$ cat src/rtl/dco_pkg.sv
`default_nettype none
// ============================================================================
//  Module      : dco_pkg
//  Description : Shared defaults, width helper and tuning-word layout for the
//                DCO tuning-word decoder and its thermometer sub-block.
//  Revision    : 1.0 - initial release
// ============================================================================
package dco_pkg;

  localparam int INT_W_DEFAULT  = 6;
  localparam int FRAC_W_DEFAULT = 4;

  // Number of unit cells driven by an int_w-bit integer code.
  function automatic int therm_width(input int int_w);
    return (1 << int_w) - 1;
  endfunction

  // Tuning word as delivered by the loop filter: integer part in the MSBs.
  typedef struct packed {
    logic [INT_W_DEFAULT-1:0]  int_part;
    logic [FRAC_W_DEFAULT-1:0] frac_part;
  } tune_word_t;

endpackage
`default_nettype wire

$ cat src/rtl/dco_bin2therm.sv
`default_nettype none
// ============================================================================
//  Module      : dco_bin2therm
//  Description : Combinational binary-to-thermometer converter. Bit k of the
//                output is set when the code exceeds k, so the result is
//                bubble-free by construction.
//  Revision    : 1.0 - initial release
// ============================================================================
module dco_bin2therm
  import dco_pkg::*;
#(
  parameter int INT_W = INT_W_DEFAULT
) (
  input  logic [INT_W-1:0]              code_i,
  output logic [therm_width(INT_W)-1:0] therm_o
);

  // One comparator per unit cell.
  for (genvar k = 0; k < therm_width(INT_W); k++) begin : g_bit
    assign therm_o[k] = (code_i > INT_W'(k));
  end

endmodule
`default_nettype wire

$ cat src/rtl/dco_tw_decoder.sv
`default_nettype none
// ============================================================================
//  Module      : dco_tw_decoder
//  Description : Registers the DCO tuning word, dithers the fractional part
//                onto the integer code with a first-order sigma-delta
//                accumulator, clips to the bank size and drives a registered
//                thermometer code to the varactor array.
//  Revision    : 1.0 - initial release
// ============================================================================
module dco_tw_decoder
  import dco_pkg::*;
#(
  parameter int INT_W  = INT_W_DEFAULT,
  parameter int FRAC_W = FRAC_W_DEFAULT
) (
  input  logic                          clk,
  input  logic                          rst,
  input  logic                          en,
  input  logic                          clr,
  input  logic                          tune_valid,
  input  logic [INT_W+FRAC_W-1:0]       tune_i,
  output logic [therm_width(INT_W)-1:0] therm_o,
  output logic [INT_W-1:0]              code_o,
  output logic                          sat_o
);

  localparam int               T       = therm_width(INT_W);
  localparam logic [INT_W:0]   c_t_max = (INT_W+1)'(T);

  logic [INT_W-1:0]  int_q,   int_d;
  logic [FRAC_W-1:0] frac_q,  frac_d;
  logic [FRAC_W-1:0] acc_q,   acc_d;
  logic [INT_W-1:0]  code_q,  code_d;
  logic [T-1:0]      therm_q, therm_d;
  logic              sat_q,   sat_d;

  logic [FRAC_W:0]   w_sum;
  logic              w_carry;
  logic [INT_W:0]    w_raw;
  logic              w_sat;
  logic [INT_W-1:0]  w_code;
  logic [T-1:0]      w_therm;

  // Stage 1: capture a qualified tuning word, otherwise keep the last one.
  always_comb begin
    int_d  = int_q;
    frac_d = frac_q;
    if (en && tune_valid) begin
      {int_d, frac_d} = tune_i;
    end
  end

  // Stage 2 datapath: sigma-delta carry, integer add and clip to the bank.
  // clr kills the carry of its own cycle so the restart is deterministic.
  always_comb begin
    w_sum   = {1'b0, acc_q} + {1'b0, frac_q};
    w_carry = w_sum[FRAC_W] & ~clr;
    w_raw   = {1'b0, int_q} + {{INT_W{1'b0}}, w_carry};
    w_sat   = (w_raw > c_t_max);
    w_code  = w_sat ? INT_W'(T) : w_raw[INT_W-1:0];
  end

  dco_bin2therm #(
    .INT_W (INT_W)
  ) u_bin2therm (
    .code_i  (w_code),
    .therm_o (w_therm)
  );

  // Stage 2 next state: everything holds while disabled, sat is a pulse.
  always_comb begin
    acc_d   = acc_q;
    code_d  = code_q;
    therm_d = therm_q;
    sat_d   = 1'b0;
    if (en) begin
      acc_d   = clr ? '0 : w_sum[FRAC_W-1:0];
      code_d  = w_code;
      therm_d = w_therm;
      sat_d   = w_sat;
    end
  end

  // State registers; reset clears the outputs without waiting for a clock.
  always_ff @(posedge clk or posedge rst) begin
    if (rst) begin
      int_q   <= '0;
      frac_q  <= '0;
      acc_q   <= '0;
      code_q  <= '0;
      therm_q <= '0;
      sat_q   <= 1'b0;
    end else begin
      int_q   <= int_d;
      frac_q  <= frac_d;
      acc_q   <= acc_d;
      code_q  <= code_d;
      therm_q <= therm_d;
      sat_q   <= sat_d;
    end
  end

  assign therm_o = therm_q;
  assign code_o  = code_q;
  assign sat_o   = sat_q;

endmodule
`default_nettype wire

$ cat config.mk
export PLATFORM = sky130hd
export DESIGN_NAME = dco_tw_decoder
export DESIGN_NICKNAME = d
export VERILOG_FILES = /design/src/rtl/dco_pkg.sv /design/src/rtl/dco_bin2therm.sv /design/src/rtl/dco_tw_decoder.sv
export SDC_FILE = /design/constraint.sdc
export NUM_CORES = 1
export LEC_CHECK = 0
export ABC_CLOCK_PERIOD_IN_PS = 4500
export BUFFER_PORTS_ARGS = -buffer_cell sky130_fd_sc_hd__buf_4
export CORE_MARGIN = 2
export CORE_UTILIZATION = 45
export DETAILED_ROUTE_END_ITERATION = 8
export PLACE_DENSITY = 0.69
export SLEW_MARGIN = 20
export SYNTH_ARGS = -nofsm -noshare
export SYNTH_HDL_FRONTEND = slang
export SYNTH_SLANG_ARGS = --single-unit
$ cat constraint.sdc
create_clock -name clk -period 4.5 [get_ports clk]
set_clock_uncertainty 0.15 [all_clocks]
set_input_delay 0.675 -clock clk [delete_from_list [all_inputs] [get_ports clk]]
set_output_delay 0.675 -clock clk [all_outputs]
set_load 0.005 [all_outputs]
Word-level counts from Yosys, hierarchy flattened

Cells that the tools add are included.
Widths: inputs -> output; s select.

Add/subtract/negate cells: 2
Magnitude comparators: 64
Multiplexer cells: 3
Bitwise gates (word level): 2
Reductions and logical operators: 1

Operators with widths:

| operator           | number |
|---|---|
| $gt 6x6->1 const B | 31 |
| $gt 6x5->1 const B | 16 |
| $gt 6x4->1 const B | 8 |
| $gt 6x3->1 const B | 4 |
| $gt 6x1->1 const B | 2 |
| $gt 6x2->1 const B | 2 |
| $add 6x1->7        | 1 |
| $gt 7x6->1 const B | 1 |
| $mux 6             | 1 |
| $add 4x4->5        | 1 |
| $mux 4             | 1 |
| $and 1x1->1        | 1 |
| $logic_and 1x1->1  | 1 |
| $mux 1             | 1 |
| $not 1->1          | 1 |

Register bits: 84
Input port bits: 15
Output and inout port bits: 70
Logic and storage cells: 78

Longest topological paths before layout

Gate-level depths: netlist (run 1).

Depth in word-level cells: 6
Mapped depth: 14
Gate-level depth less buffers: 13

By module

Synthesis (run 1) repeated with hierarchy kept, for this count alone.

Cells, all modules: 332
Area total of the unflattened synthesis: 4022.6 um^2

Modules (own cells, without submodules):

| module         | instances | cells each | area an instance (um^2) | sequential area each (um^2) |
|---|---|---|---|---|
| dco_tw_decoder | 1         | 223        | 3387.0                  | 2102.0 |
| dco_bin2therm  | 1         | 109        | 635.6                   | 0.0 |

Worst setup path after synthesis (run 1)

Ideal clock, no wire load.

Path type: register to register
From: reg acc_q[0]
To: reg therm_q[34] (netlist: therm_o[34])
Library setup time: 0.141 ns
Data arrival time: 2.853 ns
Required time: 4.209 ns
Slack: 1.356 ns
Cell stages (with the launch flop): 15
Path buffers: 1
Period minus slack after synthesis: 3.144 ns
Path through: dfrtp_1 -> ha_1 -> inv_1 -> fa_1 -> nor2b_1 -> o21ai_0 -> a21oi_1 -> ha_1 -> ha_1 -> and4_1 -> a21o_1 -> buf_2 -> nand2_1 -> nor4_1 -> o32ai_1

Longest elaborated chain between the ends: 6

Ends and longest elaborated chain:

| item                   | line                 | text |
|---|---|---|
| from (decl)            | dco_tw_decoder.sv:32 | `logic [FRAC_W-1:0] acc_q, acc_d;` |
| from (signal assigned) | dco_tw_decoder.sv:89 | `acc_q <= '0;` |
| from (signal assigned) | dco_tw_decoder.sv:96 | `acc_q <= acc_d;` |
| $add 4x4->5 *          | dco_tw_decoder.sv:56 | `w_sum = {1'b0, acc_q} + {1'b0, frac_q};` |
| $and 1x1->1 *          | dco_tw_decoder.sv:57 | `w_carry = w_sum[FRAC_W] & ~clr;` |
| $add 6x1->7 *          | dco_tw_decoder.sv:58 | `w_raw = {1'b0, int_q} + {{INT_W{1'b0}}, w_carry};` |
| $gt 7x6->1             | dco_tw_decoder.sv:59 | `w_sat = (w_raw > c_t_max);` |
| $mux 6 *               | dco_tw_decoder.sv:60 | `w_code = w_sat ? INT_W'(T) : w_raw[INT_W-1:0];` |
| $gt 6x6->1 *           | dco_bin2therm.sv:20  | `assign therm_o[k] = (code_i > INT_W'(k));` |
| to (signal assigned)   | dco_tw_decoder.sv:98 | `therm_q <= therm_d;` |
| to (decl)              | dco_tw_decoder.sv:34 | `logic [T-1:0] therm_q, therm_d;` |

Mark *: on every way between the ends. The rest lies on a longest branch, timed or not.
A chain may end at the register's enable or synchronous reset.

Worst setup path after layout (run 1)

From: reg frac_q[0]
To: reg therm_q[34] (netlist: therm_o[34])

Longest elaborated chain between the ends: 6

Ends and longest elaborated chain:

| item                   | line                 | text |
|---|---|---|
| from (decl)            | dco_tw_decoder.sv:31 | `logic [FRAC_W-1:0] frac_q, frac_d;` |
| from (signal assigned) | dco_tw_decoder.sv:95 | `frac_q <= frac_d;` |
| $add 4x4->5 *          | dco_tw_decoder.sv:56 |  |
| $and 1x1->1 *          | dco_tw_decoder.sv:57 |  |
| $add 6x1->7 *          | dco_tw_decoder.sv:58 |  |
| $gt 7x6->1             | dco_tw_decoder.sv:59 |  |
| $mux 6 *               | dco_tw_decoder.sv:60 |  |
| $gt 6x6->1 *           | dco_bin2therm.sv:20  |  |

Marked as above.

==> key figures, run 1 <==
Finish
  – Nets@finish: 485
  – Filler instances: 778
  – Register Area: 2080 um2
  – Synthesis-to-layout area growth: 22.3%
  – Antenna Cells: 0
  – Multi-input logic area: 1680 um2
  – Share of layout cells above drive strength 1: 27.8%
  – Layout Cells excl Fill: 575
  – Design Area, Final: 4850 um2

Clocking
  – CTS max path bufs: 2
  – H-tree lvl count: 3
  – Clock Pin Slew Worst Setup and Hold Paths: 90 ps
  – Clock sink count: 83
  – Post_cts resized: 0
  – CTS Buf Count: 9
  – Number of hold buffers added after cts: 0
  – Root Driver: clkbuf_8
  – Setup bufs post-CTS: 0
  – Latest clock arrival within the worst-skew pair: 360 ps
  – CTS tree: built

Die
  – Ports: 85
  – Starting Density: 46.0%
  – Cell Rows: 34
  – Core area: 8640 um2
  – Die area: 9590 um2
  – Die H: 97.9 um
  – Chip width: 97.9 um

Placed design
  – PortBufs: 84
  – Placement Cell Area: 4670 um2
  – Setup WS pre-CTS: 511 ps
  – Placed Cells: 560
  – Placer Congestion: 0.944
  – Post-DP HPWL: 7.71 mm

Synthesis
  – Post-Syn Instances: 388
  – Mapped cell area: 3970 um2
  – EDFF count, synth: 0
  – Mapped Nets: 410
  – Ys flop type: dfrtp_1
  – Synth Warn #: 0
  – Avg Cell Area, Syn: 10.2 um2
  – Post-synthesis sequential area ratio: 52.3%
  – Post-synth top area cell: dfrtp_1
  – Post-synth cell types: 54
  – Seq cells post-synth: 83
  – Dominant cells by area after synthesis: dfrtp_1 (52%), mux2_2 (4.3%), a21oi_1 (3.5%)
  – Asr flop ratio synth: 100%
  – Synth top area share: 52.3%

Timing
  – Final setup fails: 0
  – Worst-margin pin slew: 746 ps
  – Final critical-path setup slack: 442 ps
  – Min Tclk post-route: 4060 ps
  – Final period util: 90.2%
  – Slew Viols, Final: 0
  – Fin. Hold Viols: 0
  – Setup_tns: 0 ps
  – Max Fclk: 246 MHz
  – RSZ-0062 raised after global routing: false
  – Slew headroom: 49.9%

Routing
  – Vias per cell: 5.81
  – DRT iter0 DRCs: 200
  – WL per Instance: 18.8 um
  – Residual DRC: 0
  – Vias: 3338
  – Pre-Repair DR Iteration Count: 4
  – Drt total wl: 10.8 mm
  – Post-route ant nets: 0

GRT
  – GRT busiest layer: met2
  – M3 GR Usage: 5.37%
  – Largest net degree at the start of global routing: 44
  – Total global-route track usage: 23.3%
  – Met2 usage: 36.2%
  – First-pass GRT wire length: 17.7 mm
  – Vias in the first global route: 3324
  – Met1 Use GR: 31.9%
  – Initial antenna violation count: 0
  – Remaining global-route overflow: 0

Power
  – Leakage power: 2.18 nW
  – Final Power: 2.17 mW
  – Power Dens Cells: 447 nW/um2
  – Peak supply drop: 0.000210 V

Setup path
  – Worst reg2reg setup slack: 440 ps
  – Crit path DAT: 4140 ps
  – Worst Setup SP: frac_q[0]$_DFFE_PP0P_
  – CP Capture Type: flip-flop
  – RR Startpoint: frac_q[0]$_DFFE_PP0P_
  – Startpoint type of the worst setup path: flip-flop
  – Critical path fanouts, max: 11
  – CP Data Required Time: 4580 ps
  – Crit path kind: flip-flop to flip-flop

Min path
  – HP Class: primary input to async pin

Status
  – Status: finished clean

Flow run
  – Max cap viols: 0
==> worst paths after layout <==
path / endpoint / cells past startpoint
max: therm_o[34]$_DFFE_PP0P_ / 14
min: int_q[3]$_DFFE_PP0P_ / 2
max reg2reg: therm_o[34]$_DFFE_PP0P_ / 14
min reg2reg: therm_o[15]$_DFFE_PP0P_ / 1
max in group asynchronous: therm_o[37]$_DFFE_PP0P_ / 3
min in group clk: therm_o[15]$_DFFE_PP0P_ / 1
==> final cells by class <==
class                           count  area share [%]
Timing Repair Buffer               93            14.4
Clock buffer                       10            2.63
Clock inverter                      5            1.11
Tap cell                          108            2.78
Multi-Input combinational cell    254            34.6
Inverter                           22            1.73
Sequential cell                    83            42.8
==> synthesized netlist by cell type, types with 3 or more instances <==
| cell | n |
|---|---|
| nand2b_1 | 3 |
| nor3_1 | 9 |
| o21ai_1 | 5 |
| nor2b_1 | 3 |
| mux2_2 | 15 |
| nor4_1 | 6 |
| xor2_1 | 3 |
| o21ai_0 | 18 |
| a21oi_1 | 28 |
| o211ai_1 | 8 |
| nand3_1 | 4 |
| clkbuf_1 | 16 |
| nor2_1 | 36 |
| o2bb2ai_1 | 16 |
| nand2_1 | 21 |
| buf_2 | 10 |
| and3_1 | 4 |
| dfrtp_1 | 83 |
| a21o_1 | 10 |
| ha_1 | 6 |
| a31oi_1 | 11 |
| o22a_1 | 11 |
| inv_1 | 21 |
==> registers in the layout, summed over array words and instances (netlist names) <==
name     cells
int_q        6
therm_o     63
acc_q        4
code_o       5
frac_q       4
sat_o        1
==> layer usage <==
| layer | up-vias | routed length [um] |
|---|---|---|
| li1 | 1548 | - |
| met1 | 1636 | 4730 |
| met2 | 130 | 5140 |
| met3 | 24 | 669 |
| met4 | 0 | 263 |
| met5 | - | 0 |
==> critical path: stages (launching register included) <==
cell and delay, ps:
dfrtp_1 360, ha_1 160, inv_1 50, fa_1 380
nor2b_1 180, o21ai_0 110, a21oi_1 230, ha_1 320
ha_1 390, buf_4 220, and4_1 250, a21o_1 360
nand2_1 220, nor4_1 390, o32ai_1 140
==> report_power, final <==
group / internal (mW) / switching [mW]
Sequential: 0.873 / 0.102
Combinational: 0.311 / 0.362
Clock: 0.253 / 0.270
==> through the flow <==
step           util [%]  hold WS (ps)
6_report           56.2           237
5_1_grt            56.2           297
4_1_cts            56.2           272
3_5_place_dp       54.1           325
3_3_place_gp       54.1           315
2_1_floorplan         -           306
==> logic make-up after synthesis <==
| group | share of synthesized area, % |
|---|---|
| AO/OA/AOI/OAI | 22.5 |
| AND/OR/NAND/NOR | 11.6 |
| flip-flops | 52.3 |
| buffers and inverters | 5.42 |
| multiplexers | 4.26 |
| adder cells (fa/ha/maj) | 2.40 |
| XOR/XNOR | 1.51 |
==> placed cells by master (no fill, tap or decap), types with 4 or more instances in the layout <==
master	synthesis	layout
buf_4	1	93
dfrtp_1	83	83
nor2_1	36	36
a21oi_1	28	28
nand2_1	21	21
inv_1	21	20
o21ai_0	18	18
o2bb2ai_1	16	16
mux2_2	15	15
a31oi_1	11	11
o22a_1	11	11
a21o_1	10	10
nor3_1	9	9
clkbuf_8	0	9
o211ai_1	8	8
nor4_1	6	6
ha_1	6	6
o21ai_1	5	5
nand3_1	4	4
and3_1	4	4
clkinv_2	0	4
(Power assumes the default switching activity.)
==> inputs of run 2 (changes only) <==
==> constraint.sdc (replaced) <==
create_clock -name clk -period 4.5 [get_ports clk]
set_clock_uncertainty 0.15 [all_clocks]
set_input_delay 0.225 -clock clk [delete_from_list [all_inputs] [get_ports clk]]
set_output_delay 0.225 -clock clk [all_outputs]
set_load 0.005 [all_outputs]
==> key figures, run 2 (synthesized netlist as in run 1, its figures left out) <==
Status
  – Status: finished clean

Setup path
  – Startpoint type of the worst setup path: flip-flop
  – Critical-path cell list: ha_1 -> inv_1 -> fa_1 -> nor2b_1 -> o21ai_0 -> a21oi_1 -> ha_1 -> ha_1 -> buf_4 -> and4_1 -> a21o_1 -> nand2_1 -> nor4_1 -> o32ai_1
  – Crit path kind: flip-flop to flip-flop
  – Worst Setup SP: frac_q[0]$_DFFE_PP0P_
  – Max stage delay on crit path: 450 ps (+60 ps)
  – Crit path DAT: 4100 ps (-40 ps)
  – Crit-path most repeated cell: ha_1
  – RR Startpoint: frac_q[0]$_DFFE_PP0P_
  – CP Data Required Time: 4550 ps (-30 ps)
  – CP Capture Type: flip-flop
  – Critical path fanouts, max: 11 (unchanged)
  – Critical-path top delay cell: nor4_1

Die
  – Chip width: 97.9 um (unchanged)
  – Starting Density: 46.0% (unchanged)
  – Cell Rows: 34 (unchanged)
  – Ports: 85 (unchanged)
  – Die H: 97.9 um (unchanged)
  – Core area: 8640 um2 (unchanged)
  – Die area: 9590 um2 (unchanged)

Finish
  – Synthesis-to-layout area growth: 25.2%
  – Register Area: 2080 um2 (unchanged)
  – Layout Utilization: 57.5% (+1.3 points)
  – Nets@finish: 496 (+2.3%)
  – Antenna Cells: 0 (unchanged)
  – Filler instances: 774 (-0.51%)
  – Flip-flop count of the largest register after layout: 63 (unchanged)
  – Layout Cells excl Fill: 587 (+2.1%)
  – Share of layout cells above drive strength 1: 27.3% (-0.49 points)
  – Commonest non-fill, non-tap cells in the layout: buf_4 (92), dfrtp_1 (83), nor2_1 (36)
  – Multi-input logic area: 1680 um2 (unchanged)
  – Commonest non-fill, non-tap cell in the layout: buf_4

Clocking
  – Setup bufs post-CTS: 0 (unchanged)
  – CTS tree: built
  – Post_cts resized: 0 (unchanged)
  – H-tree lvl count: 3 (unchanged)
  – Root Driver: clkbuf_8
  – CTS max path bufs: 2 (unchanged)
  – Latest clock arrival within the worst-skew pair: 360 ps (about the same)
  – Clock sink count: 83 (unchanged)
  – Clock Pin Slew Worst Setup and Hold Paths: 90 ps (about the same)
  – CTS Buf Count: 9 (unchanged)

Power
  – Peak supply drop: 0.000214 V (+1.9%)
  – Leakage power: 2.23 nW (+1.9%)
  – Power Dens Cells: 434 nW/um2 (-2.9%)

Routing
  – WL per Instance: 18.2 um (-3.0%)
  – DRT iter0 DRCs: 169 (-16%)
  – Residual DRC: 0 (unchanged)
  – Pre-Repair DR Iteration Count: 5 (+1)
  – Drt total wl: 10.7 mm (-1.0%)
  – Post-route ant nets: 0 (unchanged)
  – Vias per cell: 5.75 (-1.0%)
  – Vias: 3373 (+1.0%)

Placed design
  – Post-DP HPWL: 7.58 mm (-1.7%)
  – Placed Cells: 559 (-0.18%)
  – Placer Congestion: 0.921 (-2.4%)
  – PortBufs: 84 (unchanged)

GRT
  – Vias in the first global route: 3327 (+0.090%)
  – Total global-route track usage: 23.0% (-0.31 points)
  – Initial antenna violation count: 0 (unchanged)
  – Remaining global-route overflow: 0 (unchanged)
  – Largest net degree at the start of global routing: 79 (+80%)
  – First-pass GRT wire length: 17.4 mm (-1.2%)

Timing
  – Worst-margin pin slew: 803 ps (+57.7 ps)
  – Max Fclk: 247 MHz (about the same)
  – Fin. Hold Viols: 0 (unchanged)
  – Slew headroom: 46.1% (-3.9 points)
  – Final Hold Slack: 288 ps (+51.2 ps)
  – Final period util: 90.1% (about the same)
  – RSZ-0062 raised after global routing: false
  – Slew Viols, Final: 0 (unchanged)
  – Final setup fails: 0 (unchanged)
  – Min Tclk post-route: 4050 ps (-2.97 ps)
  – Setup_tns: 0 ps (unchanged)

Min path
  – HP Class: primary input to flip-flop
  – Worst Min Path Start: en

Flow run
  – Max cap viols: 0 (unchanged)
[run 2: cell count changes in the layout (fill, tap and decap cells not counted), sizes merged]
cell and change:
dlygate4sd3 +12, buf -1, clkinvlp +1, bufinv -1, inv +1
[run 2: area by class of cell]
| class | instances | area share, % |
|---|---|---|
| repair buffers | 104 | 16.3 |
| clock inverters | 6 | 0.957 |
| inverters | 22 | 1.69 |
| multi-input cells | 254 | 33.7 |
| flip-flops and latches | 83 | 41.8 |
| clock buffers | 10 | 2.77 |
| well taps | 108 | 2.72 |
[run 2: metal layers]
metal | GRT usage, % | up-vias | wire (um)
met2 | 36.2 | 142 | 5080
met5 | 0 | - | 0
met3 | 3.72 | 20 | 652
met4 | 9.29 | 0 | 272
met1 | 32.0 | 1641 | 4690
li1 | - | 1570 | -
[run 2: worst paths after layout]
path / to / slack, ps / depth (start not counted)
setup / recovery: therm_o[34]$_DFFE_PP0P_ / 450 / 14
hold / removal: acc_q[0]$_DFFE_PP0P_ / 290 / 3
setup reg to reg: therm_o[34]$_DFFE_PP0P_ / 450 / 14
hold reg to reg: acc_q[2]$_DFFE_PP0P_ / 340 / 1
max in group asynchronous: int_q[1]$_DFFE_PP0P_ / 2850 / 4
min in group asynchronous: int_q[3]$_DFFE_PP0P_ / 360 / 3
[run 2: where the power goes]
group / switching [mW] / internal, mW / leakage, nW
sequential: 0.102 / 0.873 / 0.981
clock: 0.286 / 0.220 / 0.0933
combinational: 0.360 / 0.317 / 1.15
total: 0.748 / 1.41 / 2.23
[run 2: worst max-delay path: cells and delay by family, from the launching register on]
| family | cells | cell delay [ps] |
|---|---|---|
| flip-flops | 1 | 360 |
| AO/OA/AOI/OAI | 4 | 780 |
| adder cells (fa/ha/maj) | 4 | 1220 |
| buffers and inverters | 2 | 290 |
| AND/OR/NAND/NOR | 4 | 1090 |
[run 2: what timing repair did]
action	in CTS	in global routing
hold buffers	12	0
endpoints found under the hold margin	52	0
endpoints found under the setup margin	0	0
[run 2: per-stage QoR]
stage	setup WS [ps]	power (mW)	area, um2
detailed placement	566	1.66	4660
global route	145	2.29	4970
finish	445	2.16	4970
CTS	533	2.17	4970
global placement	736	1.65	4660
floorplan	1360	1.35	3970
